<file path="src/rtl/mem_port_arbiter_if.sv">
`default_nettype none
// ============================================================================
// Module   : mem_port_arbiter_if
// Function : IF-fetch, MEM-stage and memory-side signals of mem_port_arbiter
// Revision : 1.0
// ============================================================================
interface mem_port_arbiter_if #(
    parameter int AW = 32,
    parameter int DW = 32
);
    logic          if_req;
    logic [AW-1:0] if_addr;
    logic [DW-1:0] if_rdata;
    logic          if_done;
    logic          d_req;
    logic          d_we;
    logic [AW-1:0] d_addr;
    logic [DW-1:0] d_wdata;
    logic [DW-1:0] d_rdata;
    logic          d_done;
    logic          stall_if;
    logic          stall_d;
    logic          mem_en;
    logic          mem_we;
    logic [AW-1:0] mem_addr;
    logic [DW-1:0] mem_wdata;
    logic [DW-1:0] mem_rdata;

    // Requesters plus memory model side
    modport master (
        output if_req, if_addr, d_req, d_we, d_addr, d_wdata, mem_rdata,
        input  if_rdata, if_done, d_rdata, d_done, stall_if, stall_d,
               mem_en, mem_we, mem_addr, mem_wdata
    );

    // Arbiter side
    modport slave (
        input  if_req, if_addr, d_req, d_we, d_addr, d_wdata, mem_rdata,
        output if_rdata, if_done, d_rdata, d_done, stall_if, stall_d,
               mem_en, mem_we, mem_addr, mem_wdata
    );
endinterface
`default_nettype wire

</file>
<file path="src/rtl/mem_port_arbiter.sv">
`default_nettype none
// ============================================================================
// Module   : mem_port_arbiter
// Function : Shares one fixed-latency memory between IF fetch and MEM stage
// Revision : 1.0
// ============================================================================
module mem_port_arbiter #(
    parameter int AW      = 32,
    parameter int DW      = 32,
    parameter int MEM_LAT = 2
) (
    input  wire logic          clk,
    input  wire logic          rst,
    mem_port_arbiter_if.slave  bus
);
    localparam logic [3:0] c_lat = 4'(MEM_LAT);

    typedef enum logic [1:0] {
        IDLE  = 2'd0,
        ISSUE = 2'd1,
        WAIT  = 2'd2,
        RESP  = 2'd3
    } state_t;

    state_t        r_state;
    state_t        w_state_nxt;
    logic          r_grant_d;
    logic          r_last_d;
    logic          r_we;
    logic [3:0]    r_cnt;
    logic [AW-1:0] r_addr;
    logic [DW-1:0] r_wdata;
    logic [DW-1:0] r_if_rdata;
    logic [DW-1:0] r_d_rdata;
    logic          w_pick_d;
    logic          w_if_done;
    logic          w_d_done;

    always_ff @(posedge clk) begin
        if (rst) begin
            r_state    <= IDLE;
            r_grant_d  <= 1'b0;
            r_last_d   <= 1'b0;
            r_we       <= 1'b0;
            r_cnt      <= 4'd0;
            r_addr     <= '0;
            r_wdata    <= '0;
            r_if_rdata <= '0;
            r_d_rdata  <= '0;
        end else begin
            r_state <= w_state_nxt;
            case (r_state)
                IDLE: begin
                    if (bus.if_req || bus.d_req) begin
                        r_grant_d <= w_pick_d;
                        r_last_d  <= w_pick_d;
                        r_we      <= w_pick_d & bus.d_we;
                        r_addr    <= w_pick_d ? bus.d_addr : bus.if_addr;
                        r_wdata   <= w_pick_d ? bus.d_wdata : '0;
                    end
                end
                ISSUE: r_cnt <= c_lat;
                WAIT: begin
                    r_cnt <= r_cnt - 4'd1;
                    // Data is valid only on the final WAIT cycle
                    if (r_cnt == 4'd1 && !r_we) begin
                        if (r_grant_d) r_d_rdata  <= bus.mem_rdata;
                        else           r_if_rdata <= bus.mem_rdata;
                    end
                end
                default: ;
            endcase
        end
    end

    always_comb begin
        w_state_nxt = r_state;
        // D wins a tie unless it also took the previous grant
        w_pick_d    = bus.d_req & (~bus.if_req | ~r_last_d);
        case (r_state)
            IDLE:    if (bus.if_req || bus.d_req) w_state_nxt = ISSUE;
            ISSUE:   w_state_nxt = WAIT;
            WAIT:    if (r_cnt == 4'd1) w_state_nxt = RESP;
            RESP:    w_state_nxt = IDLE;
            default: w_state_nxt = IDLE;
        endcase

        w_if_done     = (r_state == RESP) & ~r_grant_d;
        w_d_done      = (r_state == RESP) &  r_grant_d;
        bus.if_done   = w_if_done;
        bus.d_done    = w_d_done;
        bus.if_rdata  = r_if_rdata;
        bus.d_rdata   = r_d_rdata;
        bus.stall_if  = bus.if_req & ~w_if_done;
        bus.stall_d   = bus.d_req & ~w_d_done;
        bus.mem_en    = (r_state == ISSUE);
        bus.mem_we    = (r_state == ISSUE) & r_we;
        bus.mem_addr  = r_addr;
        bus.mem_wdata = r_wdata;
    end
endmodule
`default_nettype wire

</file>
<file path="src/flat_wrapper.sv">
// flat-port wrapper written by rule: the top's interface ports become plain ports
module mem_port_arbiter_flat 
#(
    parameter int AW      = 32,
    parameter int DW      = 32,
    parameter int MEM_LAT = 2
)
  (clk, rst, bus_if_req, bus_if_addr, bus_d_req, bus_d_we, bus_d_addr, bus_d_wdata, bus_mem_rdata, bus_if_rdata, bus_if_done, bus_d_rdata, bus_d_done, bus_stall_if, bus_stall_d, bus_mem_en, bus_mem_we, bus_mem_addr, bus_mem_wdata);
  mem_port_arbiter_if #(.AW(AW), .DW(DW)) bus_i ();
  input  wire logic clk;
  input  wire logic rst;
  input wire logic [$bits(bus_i.if_req)-1:0] bus_if_req;
  input wire logic [$bits(bus_i.if_addr)-1:0] bus_if_addr;
  input wire logic [$bits(bus_i.d_req)-1:0] bus_d_req;
  input wire logic [$bits(bus_i.d_we)-1:0] bus_d_we;
  input wire logic [$bits(bus_i.d_addr)-1:0] bus_d_addr;
  input wire logic [$bits(bus_i.d_wdata)-1:0] bus_d_wdata;
  input wire logic [$bits(bus_i.mem_rdata)-1:0] bus_mem_rdata;
  output wire logic [$bits(bus_i.if_rdata)-1:0] bus_if_rdata;
  output wire logic [$bits(bus_i.if_done)-1:0] bus_if_done;
  output wire logic [$bits(bus_i.d_rdata)-1:0] bus_d_rdata;
  output wire logic [$bits(bus_i.d_done)-1:0] bus_d_done;
  output wire logic [$bits(bus_i.stall_if)-1:0] bus_stall_if;
  output wire logic [$bits(bus_i.stall_d)-1:0] bus_stall_d;
  output wire logic [$bits(bus_i.mem_en)-1:0] bus_mem_en;
  output wire logic [$bits(bus_i.mem_we)-1:0] bus_mem_we;
  output wire logic [$bits(bus_i.mem_addr)-1:0] bus_mem_addr;
  output wire logic [$bits(bus_i.mem_wdata)-1:0] bus_mem_wdata;
  assign bus_i.if_req = bus_if_req;
  assign bus_i.if_addr = bus_if_addr;
  assign bus_i.d_req = bus_d_req;
  assign bus_i.d_we = bus_d_we;
  assign bus_i.d_addr = bus_d_addr;
  assign bus_i.d_wdata = bus_d_wdata;
  assign bus_i.mem_rdata = bus_mem_rdata;
  assign bus_if_rdata = bus_i.if_rdata;
  assign bus_if_done = bus_i.if_done;
  assign bus_d_rdata = bus_i.d_rdata;
  assign bus_d_done = bus_i.d_done;
  assign bus_stall_if = bus_i.stall_if;
  assign bus_stall_d = bus_i.stall_d;
  assign bus_mem_en = bus_i.mem_en;
  assign bus_mem_we = bus_i.mem_we;
  assign bus_mem_addr = bus_i.mem_addr;
  assign bus_mem_wdata = bus_i.mem_wdata;
  mem_port_arbiter #(.AW(AW), .DW(DW), .MEM_LAT(MEM_LAT)) u_core (.clk(clk), .rst(rst), .bus(bus_i));
endmodule
</file>
<file path="config.mk">
export PLATFORM = sky130hd
export DESIGN_NAME = mem_port_arbiter_flat
export DESIGN_NICKNAME = d
export VERILOG_FILES = /design/src/rtl/mem_port_arbiter_if.sv /design/src/rtl/mem_port_arbiter.sv /design/src/flat_wrapper.sv
export SDC_FILE = /design/constraint.sdc
export NUM_CORES = 1
export LEC_CHECK = 0
export CORE_MARGIN = 5
export CORE_UTILIZATION = 40
export CTS_CLUSTER_SIZE = 14
export DETAILED_ROUTE_END_ITERATION = 16
export PLACE_DENSITY = 0.8
export SYNTH_ARGS = -nofsm -noshare
export SYNTH_HDL_FRONTEND = slang
export SYNTH_SLANG_ARGS = --single-unit
</file>
<file path="constraint.sdc">
create_clock -name clk -period 2.75 [get_ports clk]
set_clock_uncertainty 0.2 [all_clocks]
set_input_delay 0.55 -clock clk [delete_from_list [all_inputs] [get_ports clk]]
set_output_delay 0.55 -clock clk [all_outputs]
set_load 0.005 [all_outputs]
</file>
==> results of run 1 <==
## power by group through the flow
stage / Clock [mW] / Combinational, mW / Sequential [mW]
after CTS: 2.31 / 1.76 / 2.40
final: 2.28 / 1.74 / 2.40
after global routing: 2.42 / 1.90 / 2.44
after floorplan: 0 / 0.782 / 2.42
after global placement: 0 / 1.67 / 2.42
after detailed placement: 0 / 1.74 / 2.43
## cell type report
| cell class | count | area, sq um |
|---|---|---|
| Sequential cell | 136 | 2720 |
| Tap cell | 176 | 220 |
| Multi-Input combinational cell | 363 | 2400 |
| Timing Repair Buffer | 279 | 2800 |
| Clock buffer | 22 | 484 |
| Inverter | 7 | 27.5 |
| Fill cell | 989 | 4420 |
| Clock inverter | 10 | 116 |
## cell families after synthesis
group | synth area share, %
AO/OA/AOI/OAI | 13.0
adder cells (fa/ha/maj) | 1.40
buffers and inverters | 4.88
flip-flops | 50.8
multiplexers | 18.1
AND/OR/NAND/NOR | 11.7
## per-layer routing
metal	up-vias	routed length (um)	track usage, %
li1	2436	-	-
met1	2333	6490	22.3
met3	32	1850	11.0
met5	-	0	0
met2	224	8030	35.8
met4	0	403	7.53
## per-stage QoR
step                      area, sq um  instances  total power, mW  util (%)  hold WS, ns
after detailed placement         8170        961             4.18      61.9        0.247
after floorplan                  5360        554             3.21         -        0.251
after global routing             8770        993             6.77      66.5        0.276
after CTS                        8770        993             6.47      66.5        0.256
final                            8770        993             6.42      66.5        0.256
after global placement           8170        961             4.09      61.9        0.242
## flip-flops by register name (all words and copies together), names as in the netlist
register	cells
u_core.r_state	2
u_core.bus.mem_wdata	32
u_core.r_cnt	4
u_core.bus.mem_addr	32
u_core.bus.if_rdata	32
u_core.r_we	1
u_core.bus.d_rdata	32
u_core.r_last_d	1
## cells in the final DEF, fill, tap and decap left out, types with 10 or more instances in the layout
master	synthesis	layout
nor2_1	36	36
buf_4	2	10
nand2_1	99	99
a21oi_1	35	35
a32oi_1	33	33
mux2i_1	97	97
o21ai_0	34	34
dfxtp_1	136	136
clkbuf_16	0	17
clkdlybuf4s50_1	0	266
## tightest hold or removal path: stages (launching register included)
cell and delay (ns):
dfxtp_1 0.31, nand2_1 0.05, mux2i_1 0.05
## path summary, 6_finish.rpt
kind / slack (ns) / from / cells after the start / end
max: 0.18 / u_core.r_state[0] / 4 / bus_stall_d
min: 0.26 / u_core.bus.if_rdata[2] / 2 / u_core.bus.if_rdata[2]
max reg2reg: 0.37 / u_core.r_cnt[0] / 4 / u_core.bus.if_rdata[22]
min reg2reg: 0.26 / u_core.bus.if_rdata[2] / 2 / u_core.bus.if_rdata[2]
==> flow_summary.toml, run 1 <==
[worst_setup_path]
cp-end-kind = "output port"
max_stage_delay_ns = 0.51
crit_chain = "ha_1 -> and2_1 -> nor2b_1 -> clkdlybuf4s50_1"
cp.arrival_ns = 1.82
cp_slowest_cell = "clkdlybuf4s50_1"
critPathKind = "reg2out"
start_kind = "register"
critPathBufInv = 1
critPathTopFamily = "buffers and inverters"
cp_max_fo = 4
cp.required_ns = 2.00

[timing]
period_share_pct = 93.3
slew_headroom_pct = 61.8
setup_viol = 0
setup_slack_ns = 0.183
maxSlewViolCount = 0
finalSetupTns_ns = 0
hold_viol_final = 0
max_freq_mhz = 390
min_period_ns = 2.57
rsz0062_at_grt = "false"
tightest_slew_ns = 0.573

[drt]
postRouteAntennaNets = 0
viasPerCell = 5.06
wirelength_um = 16800
drt_iter0_drc = 261
drc = 0
via_count = 5025
dr.pass1.iters = 4
wl_per_cell_um = 16.9

[pwr]
swShare_pct = 28.8
power_frac_seq_pct = 37.4
p_leak_nw = 3.46
intPower_mw = 4.58
power-per-cell-area_mw_per_mm2 = 732
power.switching_mw = 1.85
power_frac_comb_pct = 27.1
p_clk_share_pct = 35.5
ir_worst_vdd_uv = 425

[global_route]
grt_pass1_wl_um = 26900
grt_pass1_vias = 5335
grt_overflow = 0
antenna_found_initial = 0
track_usage_pct = 21.1
grt_max_degree = 72

[cts]
clkTransAtPathRegs_ns = 0.06
cts-buffers-inserted = 17
hold_buffers = 0
post_cts_resized = 0
cts_tree = "done"
post_cts_buffers = 0
htreeDepth = 4
cts_root_buf = "clkbuf_16"
clock_sinks = 136
max-clock-path-buffers = 2
clk_latency_ns = 0.41

[final_layout]
drive_gt1_share_pct = 6.36
final_nets = 943
syn_to_final_growth_pct = 63.8
num_antenna_cells = 0

[synthesis]
asyncSetResetFlopFracSynth_pct = 0
synth_ff_type = "dfxtp_1"
syn_area_per_cell_sq_um = 9.67
ys_warn_count = 0
ys_seq_area_share_pct = 50.8
yosys.cell_types.count = 31
ys_seq_elements = 136
syn_inst = 554
synthTopCellsByArea = "dfxtp_1 51%, mux2i_1 18%, nand2_1 6.9%"
syn-cell-area_sq_mm = 0.00536
yosysTopAreaCellShare_pct = 50.8
yosys.area.top_type = "dfxtp_1"
yosysMostFrequentCell = "dfxtp_1"
synth_common_cells = "136 x dfxtp_1, 99 x nand2_1, 97 x mux2i_1, 36 x nor2_1, 35 x a21oi_1"
syn_nets = 693
synth_edf_count = 0

[placement]
place_congestion = 0.790
hpwl_um = 12100
io_buffers = 266
place_ws_ns = 0.310

[die]
die_y_um = 126
core_region_area_sq_mm = 0.0132
start_util_pct = 40.6
die_x_um = 126
row_count = 42
dieArea_sq_mm = 0.0158
io_pins = 267

[min_path]
hold_class = "reg2reg"

[run]
maxCapViolCount = 0

[outcome]
status = "finished, final reports clean"
Note: power is estimated with default switching activity, not from simulation.
==> run 2: changes to the inputs <==
--- a/config.mk
+++ b/config.mk
@@ -9,7 +9,9 @@
 export CORE_UTILIZATION = 40
 export CTS_CLUSTER_SIZE = 14
 export DETAILED_ROUTE_END_ITERATION = 16
+export HOLD_SLACK_MARGIN = 0.15
 export PLACE_DENSITY = 0.8
+export REMOVE_ABC_BUFFERS = 1
 export SYNTH_ARGS = -nofsm -noshare
 export SYNTH_HDL_FRONTEND = slang
 export SYNTH_SLANG_ARGS = --single-unit
==> run 2 against run 1 <==
Maximum frequency is 0.44% higher. Power up 0.52%. Wire length is 2.8% lower. Hold slack about the same. Critical path depth did not move. Non-clock buffer count decreased by 1. Via count increased by 0.46%. Clock power is 3% higher. Sequential cell count unchanged. Largest cell class unchanged.
==> flow_summary.toml, run 2 (same netlist as run 1, synthesis figures left out) <==
[cts]
clock_sinks = 136
htreeDepth = 4
cts-buffers-inserted = 17
max-clock-path-buffers = 2
cts_tree = "done"
post_cts_resized = 0
clk_latency_ns = 0.41
hold_buffers = 0
cts_root_buf = "clkbuf_16"
post_cts_buffers = 0
clkTransAtPathRegs_ns = 0.05

[die]
die_x_um = 126
start_util_pct = 40.6
dieArea_sq_mm = 0.0158
die_y_um = 126
row_count = 42
io_pins = 267
core_region_area_sq_mm = 0.0132

[timing]
hold_viol_final = 0
max_freq_mhz = 391
slew_headroom_pct = 59.5
setup_viol = 0
maxSlewViolCount = 0
rsz0062_at_grt = "false"
setup_slack_ns = 0.195
finalSetupTns_ns = 0
period_share_pct = 92.9
min_period_ns = 2.56
tightest_slew_ns = 0.608

[drt]
via_count = 5048
drc = 0
wl_per_cell_um = 16.4
viasPerCell = 5.09
postRouteAntennaNets = 0
drt_iter0_drc = 261
wirelength_um = 16300
dr.pass1.iters = 5

[min_path]
holdPathStages = 2
min_to = "u_core.bus.if_rdata[10]"
min_from = "u_core.bus.if_rdata[10]"
hold_class = "reg2reg"

[final_layout]
num_antenna_cells = 0
seqCellArea_sq_mm = 0.00272
fillers = 1023
final_common_cell = "clkdlybuf4s50_1"
drive_gt1_share_pct = 6.25
syn_to_final_growth_pct = 63.9
multi_input_area_sq_mm = 0.00240
final_nets = 942
final_cell_mix = "266 x clkdlybuf4s50_1, 136 x dfxtp_1, 99 x nand2_1"
final_cell_area_sq_mm = 0.00878

[worst_setup_path]
r2r_start = "u_core.r_cnt[0]"
cp.arrival_ns = 1.81
cp-end-kind = "output port"
cp_max_fo = 4
reg2reg_slack_ns = 0.38
start_kind = "register"
critPathKind = "reg2out"
timing.rr.end = "u_core.bus.if_rdata[29]"
ff2ff_path_depth = 4
cp.required_ns = 2.00

[placement]
dpl_cell_area_sq_mm = 0.00816
io_buffers = 266
hpwl_um = 11500
place_congestion = 0.782
place_ws_ns = 0.271

[outcome]
status = "finished, final reports clean"

[global_route]
antenna_found_initial = 0
grt_overflow = 0
grt_max_degree = 103
track_usage_pct = 20.1
grt_pass1_wl_um = 26100
grt_pass1_vias = 5328

[pwr]
ir_worst_vdd_uv = 421
power-per-cell-area_mw_per_mm2 = 736
p_leak_nw = 3.46

[run]
maxCapViolCount = 0
-- run 2: cell types whose count changed in the layout (fill, tap and decap cells not counted), sizes merged --
| cell | previous run | this run |
|---|---|---|
| bufinv | 2 | 3 |
| clkinvlp | 2 | 1 |
| clkinv | 5 | 6 |
| buf | 13 | 12 |
| clkbuf | 22 | 21 |
-- run 2: power by group --
| group | switching [mW] | total [mW] | internal (mW) |
|---|---|---|---|
| combinational | 0.811 | 1.72 | 0.905 |
| clock | 0.845 | 2.34 | 1.50 |
| sequential | 0.160 | 2.40 | 2.24 |
| total | 1.82 | 6.46 | 4.64 |
-- run 2: cell type report --
class	count	share of cell area, %
repair buffers	278	31.8
flip-flops and latches	136	31.0
multi-input cells	363	27.4
clock buffers	21	5.36
well taps	176	2.51
clock inverters	11	1.64
inverters	7	0.314
-- run 2: worst max-delay path by stage --
stage | from | endpoint | slack [ns] | cells after the start
global placement | bus_if_req | bus_stall_if | 0.27 | 3
floorplan | bus_d_req | u_core.bus.mem_addr[0] | -1.98 | 3
CTS | u_core.r_state[0] | bus_stall_d | 0.17 | 4
finish | u_core.r_state[0] | bus_stall_if | 0.19 | 4
detailed placement | bus_if_req | bus_stall_if | 0.27 | 3
global route | u_core.r_state[0] | bus_stall_if | 0.09 | 4
-- run 2: per-layer routing --
layer  part of all wire [%]  global-route usage, %
met5                      0                      0
met4                    3.1                   8.74
met3                    9.3                   8.30
met2                     48                   34.1
met1                     39                   22.0
-- run 2: stage by stage --
step	cells	hold WS, ns	power (mW)	util [%]
2_1_floorplan	506	0.251	3.15	-
3_3_place_gp	960	0.242	4.07	61.9
3_5_place_dp	960	0.249	4.14	61.9
4_1_cts	992	0.258	6.51	66.5
5_1_grt	992	0.282	6.78	66.5
6_report	992	0.255	6.46	66.5
-- run 2: worst max-delay path, cell delays in order, from the launching register on --
cell and delay, ns:
dfxtp_1 0.34, ha_1 0.23, nor2b_1 0.15, nor2b_1 0.13
clkdlybuf4s50_1 0.55
==> run 3: changes to the inputs <==
--- a/config.mk
+++ b/config.mk
@@ -9,9 +9,11 @@
 export CORE_UTILIZATION = 40
 export CTS_CLUSTER_SIZE = 14
 export DETAILED_ROUTE_END_ITERATION = 16
+export GPL_TIMING_DRIVEN = 0
 export HOLD_SLACK_MARGIN = 0.15
 export PLACE_DENSITY = 0.8
 export REMOVE_ABC_BUFFERS = 1
+export SETUP_SLACK_MARGIN = 0.4
 export SYNTH_ARGS = -nofsm -noshare
 export SYNTH_HDL_FRONTEND = slang
 export SYNTH_SLANG_ARGS = --single-unit
==> run 3 against run 2 <==
Register-to-register slack better by 0.15 ns. Sequential power about the same. Hold slack better by 0.00065 ns. Critical path depth down 1. Final cell count unchanged. Largest cell class unchanged. Largest power group is now the clock network.
==> flow_summary.toml, run 3 (same netlist as run 1, synthesis figures left out) <==
[outcome]
status = "finished, final reports clean"

[drt]
viasPerCell = 5.06
wirelength_um = 16600
via_count = 5018
wl_per_cell_um = 16.7
postRouteAntennaNets = 0
dr.pass1.iters = 4
drc = 0
drt_iter0_drc = 232

[timing]
slew_headroom_pct = 44.3
hold_viol_final = 0
setup_viol = 0
rsz0062_at_grt = "false"
tightest_slew_ns = 0.835
holdWs_ns = 0.256
period_share_pct = 82.7
maxSlewViolCount = 0
max_freq_mhz = 440
finalSetupTns_ns = 0
setup_slack_ns = 0.475
min_period_ns = 2.27

[min_path]
holdPathStages = 2
min_from = "u_core.bus.if_rdata[9]"
min_to = "u_core.bus.if_rdata[9]"
hold_class = "reg2reg"

[global_route]
grt_overflow = 0
antenna_found_initial = 0
grt_max_degree = 78
track_usage_pct = 20.2
grt_pass1_wl_um = 26100
grt_pass1_vias = 5330

[worst_setup_path]
crit_chain = "inv_2 -> ha_2 -> clkdlybuf4s50_1"
max_stage_delay_ns = 0.52
crit_cells = 3
cp_slowest_cell = "clkdlybuf4s50_1"
cp.required_ns = 2.00
critPathBufInv = 2
cp_max_fo = 4
cp.arrival_ns = 1.52
start_kind = "register"
reg2reg_slack_ns = 0.53
ff2ff_path_depth = 4
critPathTopFamily = "buffers and inverters"
timing.rr.end = "u_core.bus.if_rdata[23]"
critPathKind = "reg2out"
cp-end-kind = "output port"
r2r_start = "u_core.r_cnt[0]"

[die]
row_count = 42
core_region_area_sq_mm = 0.0132
die_x_um = 126
dieArea_sq_mm = 0.0158
io_pins = 267
die_y_um = 126
start_util_pct = 40.6

[final_layout]
fin_cells = 992
syn_to_final_growth_pct = 65.5
final_core_util_pct = 67.2
num_antenna_cells = 0
final_common_cell = "clkdlybuf4s50_1"
final_nets = 942
drive_gt1_share_pct = 7.23
fillers = 1009
final_cell_mix = "258 x clkdlybuf4s50_1, 133 x dfxtp_1, 99 x nand2_1"

[pwr]
power-per-cell-area_mw_per_mm2 = 745
ir_worst_vdd_uv = 418
p_leak_nw = 3.51

[cts]
clkTransAtPathRegs_ns = 0.06
clk_latency_ns = 0.41
cts_tree = "done"
cts-buffers-inserted = 17
htreeDepth = 4
cts_root_buf = "clkbuf_16"
max-clock-path-buffers = 2
clock_sinks = 136

[placement]
place_ws_ns = -0.749
place_congestion = 0.793
hpwl_um = 12000
dp_cells = 956
io_buffers = 266

[run]
maxCapViolCount = 0
==> run 3: cell types whose count changed in the layout (fill, tap and decap cells not counted), moves of 3 or more <==
cell / previous run / this run
clkinv_2: 5 / 2
buf_4: 9 / 5
dfxtp_1: 136 / 133
dfxtp_2: 0 / 3
dlygate4sd2_1: 0 / 7
clkdlybuf4s50_1: 266 / 258
or4b_4: 0 / 3
==> run 3: metal layers <==
metal  global-route usage [%]  vias to the layer above  part of all wire, %
li1                         -                     2438                    -
met1                     22.0                     2342                   39
met2                     35.1                      208                   50
met3                     8.30                       30                  8.9
met4                     7.84                        0                  2.3
met5                        0                        -                    0
==> run 3: through the flow <==
stage               total power [mW]  area (sq um)
detailed placement              4.14          8160
global placement                4.03          8000
global route                    6.92          8860
floorplan                       3.15          5120
finish                          6.61          8860
CTS                             6.63          8830
==> run 3: final cells by class <==
type | count | area [sq um] | share of cell area [%]
well taps | 176 | 220 | 2.48
repair buffers | 277 | 2800 | 31.6
clock inverters | 10 | 165 | 1.86
multi-input cells | 364 | 2440 | 27.6
inverters | 7 | 31.3 | 0.353
flip-flops and latches | 136 | 2730 | 30.8
clock buffers | 22 | 474 | 5.35
==> run 3: worst max path at each step <==
| stage | start | slack [ns] | end |
|---|---|---|---|
| after floorplan | bus_d_req | -1.98 | u_core.bus.mem_addr[0] |
| after global routing | u_core.r_state[0] | 0.41 | bus_stall_if |
| after global placement | bus_d_req | -3.99 | u_core.bus.mem_addr[24] |
| after detailed placement | rst | -0.75 | u_core.bus.d_rdata[11] |
| final | u_core.r_state[1] | 0.48 | bus_mem_en |
| after CTS | u_core.r_state[1] | 0.40 | bus_mem_en |
==> run 3: what timing repair did <==
item / in CTS / in global routing
setup buffers: 0 / 3
pin swaps: 1 / 1
hold buffers: 0 / 0
resized for setup: 21 / 2
cloned: 0 / 1
endpoints found under the setup margin: 137 / 34
==> run 3: worst register-to-register path, stage by stage, from the launching register on <==
cell	delay [ns]
dfxtp_1	0.41
ha_1	0.18
or3b_4	0.45
or4b_4	0.67
mux2i_1	0.24
==> run 3: power breakdown <==
| group | switching (mW) | total, mW | leakage [nW] | internal, mW |
|---|---|---|---|---|
| registers | 0.164 | 2.41 | 1.11 | 2.24 |
| logic | 0.844 | 1.76 | 2.08 | 0.919 |
| clock network | 0.841 | 2.44 | 0.315 | 1.60 |
